<file path="src/rtl/shift_mult_if.sv">
// Request/result bundle between the ALU multiply decode and the shift-add sequencer.
// The core side drives the operands and start; the sequencer returns product and status.
interface shift_mult_if #(
  parameter int WIDTH = 32
);
  logic               start;
  logic               signed_mode;
  logic [WIDTH-1:0]   a;
  logic [WIDTH-1:0]   b;
  logic [2*WIDTH-1:0] product;
  logic               busy;
  logic               done;
  logic               stall;

  modport master (
    output start, signed_mode, a, b,
    input  product, busy, done, stall
  );

  modport slave (
    input  start, signed_mode, a, b,
    output product, busy, done, stall
  );
endinterface

</file>
<file path="src/rtl/shift_mult_sequencer.sv">
// Multi-cycle shift-and-add multiplier: one multiplier bit per clock on operand magnitudes,
// followed by a single sign-correction cycle and a one-cycle done pulse.
module shift_mult_sequencer #(
  parameter int WIDTH = 32
) (
  input  logic        clk,
  input  logic        rst_n,
  shift_mult_if.slave bus
);

  localparam int PW    = 2 * WIDTH;
  localparam int CNT_W = $clog2(WIDTH) + 1;

  typedef enum logic [1:0] {
    S_IDLE,
    S_RUN,
    S_FIX,
    S_DONE
  } state_t;

  state_t            r_state;
  state_t            w_state_nxt;
  logic [PW-1:0]     r_acc;
  logic [PW-1:0]     r_mcand;
  logic [PW-1:0]     r_product;
  logic [WIDTH-1:0]  r_mplier;
  logic [CNT_W-1:0]  r_count;
  logic              r_neg;
  logic              w_last;
  logic              w_idle;

  // The most negative signed value maps to 2^(WIDTH-1), which still fits unsigned.
  function automatic logic [WIDTH-1:0] magnitude(input logic [WIDTH-1:0] x,
                                                 input logic             sgn);
    return (sgn && x[WIDTH-1]) ? -x : x;
  endfunction

  function automatic logic [PW-1:0] apply_sign(input logic [PW-1:0] v,
                                               input logic          neg);
    return neg ? -v : v;
  endfunction

  assign w_last = (r_count == CNT_W'(WIDTH - 1));
  assign w_idle = (r_state == S_IDLE);

  always_comb begin
    w_state_nxt = r_state;
    case (r_state)
      S_IDLE:  if (bus.start) w_state_nxt = S_RUN;
      S_RUN:   if (w_last)    w_state_nxt = S_FIX;
      S_FIX:   w_state_nxt = S_DONE;
      S_DONE:  w_state_nxt = S_IDLE;
      default: w_state_nxt = S_IDLE;
    endcase
  end

  always_ff @(posedge clk) begin
    if (!rst_n) r_state <= S_IDLE;
    else        r_state <= w_state_nxt;
  end

  always_ff @(posedge clk) begin
    if (!rst_n) begin
      r_acc     <= '0;
      r_mcand   <= '0;
      r_mplier  <= '0;
      r_count   <= '0;
      r_neg     <= 1'b0;
      r_product <= '0;
    end else begin
      case (r_state)
        S_IDLE: begin
          if (bus.start) begin
            r_mcand  <= {{WIDTH{1'b0}}, magnitude(bus.a, bus.signed_mode)};
            r_mplier <= magnitude(bus.b, bus.signed_mode);
            r_neg    <= bus.signed_mode & (bus.a[WIDTH-1] ^ bus.b[WIDTH-1]);
            r_acc    <= '0;
            r_count  <= '0;
          end
        end
        S_RUN: begin
          if (r_mplier[0]) r_acc <= r_acc + r_mcand;
          r_mcand  <= r_mcand << 1;
          r_mplier <= r_mplier >> 1;
          r_count  <= r_count + CNT_W'(1);
        end
        S_FIX:   r_product <= apply_sign(r_acc, r_neg);
        default: ;
      endcase
    end
  end

  // stall covers the request cycle itself so the core holds the instruction immediately.
  assign bus.product = r_product;
  assign bus.busy    = (r_state == S_RUN) || (r_state == S_FIX);
  assign bus.done    = (r_state == S_DONE);
  assign bus.stall   = bus.busy | (bus.start & w_idle);

endmodule

</file>
<file path="src/flat_wrapper.sv">
// flat-port wrapper written by rule: the top's interface ports become plain ports
module shift_mult_sequencer_flat 
#(
  parameter int WIDTH = 32
)
  (clk, rst_n, bus_start, bus_signed_mode, bus_a, bus_b, bus_product, bus_busy, bus_done, bus_stall);
  shift_mult_if #(.WIDTH(WIDTH)) bus_i ();
  input  logic clk;
  input  logic rst_n;
  input wire logic [$bits(bus_i.start)-1:0] bus_start;
  input wire logic [$bits(bus_i.signed_mode)-1:0] bus_signed_mode;
  input wire logic [$bits(bus_i.a)-1:0] bus_a;
  input wire logic [$bits(bus_i.b)-1:0] bus_b;
  output wire logic [$bits(bus_i.product)-1:0] bus_product;
  output wire logic [$bits(bus_i.busy)-1:0] bus_busy;
  output wire logic [$bits(bus_i.done)-1:0] bus_done;
  output wire logic [$bits(bus_i.stall)-1:0] bus_stall;
  assign bus_i.start = bus_start;
  assign bus_i.signed_mode = bus_signed_mode;
  assign bus_i.a = bus_a;
  assign bus_i.b = bus_b;
  assign bus_product = bus_i.product;
  assign bus_busy = bus_i.busy;
  assign bus_done = bus_i.done;
  assign bus_stall = bus_i.stall;
  shift_mult_sequencer #(.WIDTH(WIDTH)) u_core (.clk(clk), .rst_n(rst_n), .bus(bus_i));
endmodule
</file>
<file path="config.mk">
export PLATFORM = sky130hd
export DESIGN_NAME = shift_mult_sequencer_flat
export DESIGN_NICKNAME = d
export VERILOG_FILES = /design/src/rtl/shift_mult_if.sv /design/src/rtl/shift_mult_sequencer.sv /design/src/flat_wrapper.sv
export SDC_FILE = /design/constraint.sdc
export NUM_CORES = 1
export LEC_CHECK = 0
export ABC_AREA = 0
export BUFFER_PORTS_ARGS = -buffer_cell sky130_fd_sc_hd__buf_4
export CAP_MARGIN = 25
export CORE_ASPECT_RATIO = 2
export CORE_MARGIN = 1
export CORE_UTILIZATION = 55
export CTS_BUF_LIST = sky130_fd_sc_hd__clkbuf_4 sky130_fd_sc_hd__clkbuf_8
export DETAILED_ROUTE_END_ITERATION = 16
export GPL_ROUTABILITY_DRIVEN = 0
export PLACE_DENSITY = 0.75
export SLEW_MARGIN = 30
export SYNTH_ARGS = -nofsm -noshare
export SYNTH_HDL_FRONTEND = slang
export SYNTH_SLANG_ARGS = --single-unit
</file>
<file path="constraint.sdc">
create_clock -name clk -period 9.7 [get_ports clk]
set_input_delay 0 -clock clk [delete_from_list [all_inputs] [get_ports clk]]
set_output_delay 0 -clock clk [all_outputs]
set_load 0.02 [all_outputs]
</file>
Word-level counts from Yosys, hierarchy flattened
Cells that the tools add are included.
Widths: inputs -> output; s select.

storage, ports and cells
  input port bits = 68
  memory bits (read-only) = 0
  RAM bits = 0
  bits in latches = 0
  output and inout port bits = 67
  flip-flop bits (word level) = 233
  logic and storage cells = 47
  memories = 0

operators by class
  equal/unequal tests = 7
  $lt $le $gt $ge = 0
  mux-type cells = 15
  $add $sub $neg = 5
  bitwise gates (word level) = 4
  shift operators = 0
  div/mod/pow operators = 0
  $mul = 0
  reduce and logical (&&, ||, !) cells = 9

operator list
  operator             count
  $mux 64              4
  $pmux 64 s2          2
  $mux 32              3
  $add 64x64->64       1
  $neg 32->32          2
  $neg 64->64          1
  $pmux 32 s2          1
  $pmux 6 s2           1
  $pmux 2 s4           1
  $add 6x1->6 const B  1
  $eq 6x5->1 const B   1
  $mux 6               1
  $reduce_and 2->1     3
  $eq 2x2->1 const B   2
  $mux 2               2
  $ne 2x1->1 const B   2
  $reduce_and 3->1     1
  $and 1x1->1          2
  $eq 2x1->1 const B   1
  $logic_and 1x1->1    2
  $logic_not 2->1      1
  $ne 2x2->1 const B   1
  $reduce_bool 2->1    1
  $logic_or 1x1->1     1
  2 further kinds      2

Depth between registers and ports, before layout
  depth in word-level cells = 4
  depth in mapped cells = 14

Worst setup path before layout
No wires, ideal clock.

  kind = reg-to-reg
  from = reg u_core.r_acc[25]
  to = reg u_core.r_product[61] (netlist: u_core.bus.product[61])
  setup slack = 6.087 ns
  stages on the path, launching flop included = 12
  arrival time = 3.496 ns
  buffers on the path = 0
  period minus slack after synthesis = 3.613 ns
  path through = dfxtp_1 > or4_1 > or3_1 > or4_4 > or4b_4 > or2_4 > nand2b_4 > or3_4 > o41ai_4 > xor2_1 > nand2_1 > o211a_1

between the ends
  longest elaborated chain between the ends = 2

RTL lines
  item                      line                        RTL
  start: declaration        shift_mult_sequencer.sv:23  logic [PW-1:0] r_acc;
  start signal: assignment  shift_mult_sequencer.sv:82  if (r_mplier[0]) r_acc <= r_acc + r_mcand;
  $neg 64->64               shift_mult_sequencer.sv:40  return neg ? -v : v;
  $mux 64                   shift_mult_sequencer.sv:40
  end signal: assignment    shift_mult_sequencer.sv:87  S_FIX: r_product <= apply_sign(r_acc, r_neg);
  end: declaration          shift_mult_sequencer.sv:25  logic [PW-1:0] r_product;

No other way between the ends.
A chain may end at the register's enable or synchronous reset.

Worst setup path after layout
  from = reg u_core.r_acc[0]
  to = reg u_core.r_acc[60]

between the ends
  longest elaborated chain between the ends = 3

RTL lines
  item            line                        RTL
  $add 64x64->64  shift_mult_sequencer.sv:82
  $mux 64         shift_mult_sequencer.sv:82
  $pmux 64 s2     shift_mult_sequencer.sv:71  case (r_state)

No other way between the ends. The select of a mux whose other input is x is not followed.

==> impl_metrics.json <==
{
  "max_stage_delay_ns": 0.55,
  "synth_edf_count": 0,
  "cts-htree-levels": 2,
  "die_area_mm2": 0.0285,
  "clock_skew_ns": 0.0235,
  "track_usage": 0.310,
  "drc": 1,
  "critPathRequiredTime_ns": 10.20,
  "cts_buffers": 36,
  "finalCritPeriodShare": 0.417,
  "syn_avg_cell_area_um2": 7.85,
  "worst_pin_slew_ns": 0.915,
  "stdcell_area_mm2": 0.0179,
  "yosysTopAreaCell": "dfxtp_1",
  "dieHeight_um": 238,
  "cts_num_sinks": 233,
  "hold_class": "in2reg",
  "row_count": 86,
  "netlist.area_leader.share": 0.305,
  "nets": 2212,
  "start_kind": "register",
  "cp-end-kind": "register",
  "yosysUniqueCellTypes": 70,
  "drv_slew": 0,
  "start_util": 0.557,
  "ys_warn_count": 0,
  "ant_nets": 0,
  "setup_viol": 0,
  "synth_most_common_cell": "nand2_1",
  "synth_flop_cell": "dfxtp_1",
  "yosysSeqAreaShare": 0.305,
  "antenna_found_initial": 1,
  "arrival_ns": 4.54,
  "grt_pass1_vias": 14400,
  "core_mm2": 0.0274,
  "routedWlPerCell_um": 18.0,
  "path_class": "reg2reg",
  "cts_buffer_depth": 3,
  "ys_seq_elements": 233,
  "synthCells": 1948,
  "die_w_um": 120,
  "violations": "design-rule violations",
  "hold_viol_final": 0,
  "slew_headroom": 0.387,
  "period_needed_ns": 4.04,
  "p_per_area_mw_per_mm2": 192,
  "cp_max_fo": 6,
  "hpwl_um": 32000,
  "cts_tree": "done",
  "clk_pin_slew_worst_paths_ns": 0.07,
  "ys_async_sr_fraction": 0,
  "dr.first_iter.drc_count": 733,
  "port_buffers": 134,
  "synth_common_cells": "nand2_1 (327), dfxtp_1 (233), o21ai_0 (138)",
  "place_area_mm2": 0.0164,
  "grt_pass1_wl_um": 70900,
  "netlist_top_cells_area": "dfxtp_1 (31%), nand2_1 (8.0%), xor2_1 (6.0%)",
  "worstSkewPairLatency_ns": 0.56,
  "grt_setup_unrepaired": "no",
  "clock.fmax_mhz": 247,
  "run_status": "complete, but fails checks",
  "io_pins": 135,
  "synthesis.nets": 2088,
  "clockRootBuffer": "clkbuf_8",
  "viasPerCell": 5.99,
  "drive_gt1_frac": 0.111,
  "netlist_area_mm2": 0.0153,
  "tns_ns": 0,
  "worstPathCellList": "ha_1 > inv_1 > fa_1 > nor2b_1 > a41oi_1 > a211o_1 > a21oi_1 > o21ai_0 > nand2_1 > a41oi_1 > o31ai_1 > a21oi_1 > or4_1 > nand3_1",
  "cap_violations": 0,
  "grt_max_degree": 117,
  "gr-total-overflow": 0,
  "area_delta_synth_final_pct": 17.0,
  "wl_um": 44100,
  "power_leakage_nw": 7.79,
  "cp_slowest_cell": "o31ai_1",
  "drt_pass1_iterations": 11,
  "vias": 14700,
  "peakVddDrop_mv": 0.173
}
## routing by layer
| metal | track usage | wire, µm |
|---|---|---|
| met4 | 0.215 | 3040 |
| met5 | 0 | 0 |
| met2 | 0.580 | 23100 |
| met3 | 0.0396 | 1750 |
| met1 | 0.312 | 16300 |
## flip-flops by register name, summed over array words and instances (netlist names)
name and count:
u_core.r_mplier 32, u_core.r_state 2, u_core.r_neg 1, u_core.bus.product 64, u_core.r_acc 64, u_core.r_mcand 64, u_core.r_count 6
## power by group
part / switching, mW / internal [mW] / leakage, nW
Sequential: 0.131 / 1.12 / 1.89
Combinational: 0.807 / 0.457 / 5.47
Clock: 0.412 / 0.503 / 0.423
## critical path: cells and delay by family (launching register included)
kind                       cells  cell delay [ns]
DFF                            1             0.42
adders and majority gates      2             0.57
and+or+nand+nor                4             0.92
AOI/OAI and AO/OA              7             2.01
buffers and inverters          1             0.05
## repair_timing
item                      in CTS  in global routing
setup buffers                  0                  0
hold buffers                  69                  0
resized for setup              0                  0
hold endpoints to repair      64                  0
## layout make-up
cell class | count | area (µm²)
Clock buffer | 50 | 669
Timing Repair Buffer | 214 | 1800
Sequential cell | 233 | 4670
Multi-Input combinational cell | 1554 | 10100
Fill cell | 2462 | 9560
Antenna cell | 2 | 5.00
Inverter | 33 | 124
Tap cell | 352 | 440
Clock inverter | 14 | 123
## cell families (layout without fill, tap and decap cells)
group | count (synthesis) | in the layout | share of synthesized area
simple gates | 680 | 680 | 0.210
compound gates | 607 | 607 | 0.272
flops | 233 | 233 | 0.305
xor+xnor | 179 | 179 | 0.103
buf+inv | 161 | 311 | 0.0398
fa+ha+maj | 72 | 72 | 0.0594
mux | 16 | 16 | 0.0105
other cells | 0 | 2 | 0
## worst paths after layout
| check | startpoint | endpoint | slack (ns) | cells after the start |
|---|---|---|---|---|
| min reg2reg | u_core.r_mplier[4]$_SDFFE_PN0P_ | u_core.r_mplier[4]$_SDFFE_PN0P_ | 0.46 | 2 |
| max | u_core.r_acc[0]$_SDFFE_PN0P_ | u_core.r_acc[60]$_SDFFE_PN0P_ | 5.66 | 14 |
| max reg2reg | u_core.r_acc[0]$_SDFFE_PN0P_ | u_core.r_acc[60]$_SDFFE_PN0P_ | 5.66 | 14 |
| min | bus_a[1] | u_core.r_mcand[7]$_SDFFE_PN0P_ | 0.02 | 6 |
## layout by cell type, fill, tap and decap left out, types with 20 or more instances in the layout
cell type        n
nand2_1        327
dfxtp_1        232
buf_4          143
o21ai_0        137
a21oi_1        111
xor2_1         105
nor2b_1         85
nor2_1          85
xnor2_1         74
ha_1            69
dlygate4sd3_1   69
o211a_1         60
a22oi_1         59
a21boi_0        56
clkbuf_8        47
a21o_1          46
inv_1           33
nor3_1          29
o31ai_1         25
nand3_1         25
nand4_1         23
o211ai_1        20
## metrics by stage
| step | power (mW) | utilization | hold slack [ns] | cells | setup slack, ns |
|---|---|---|---|---|---|
| final | 3.43 | 0.652 | 0.0237 | 2452 | 5.66 |
| after CTS | 3.45 | 0.651 | 0.00119 | 2450 | 5.69 |
| after floorplan | 2.09 | - | 0.158 | 1948 | 6.09 |
| after detailed placement | 2.51 | 0.597 | 0.332 | 2317 | 5.71 |
| after global routing | 3.63 | 0.652 | 0.0832 | 2451 | 5.42 |
| after global placement | 2.47 | 0.596 | 0.333 | 2316 | 5.81 |
Note: power is estimated with default switching activity, not from simulation.
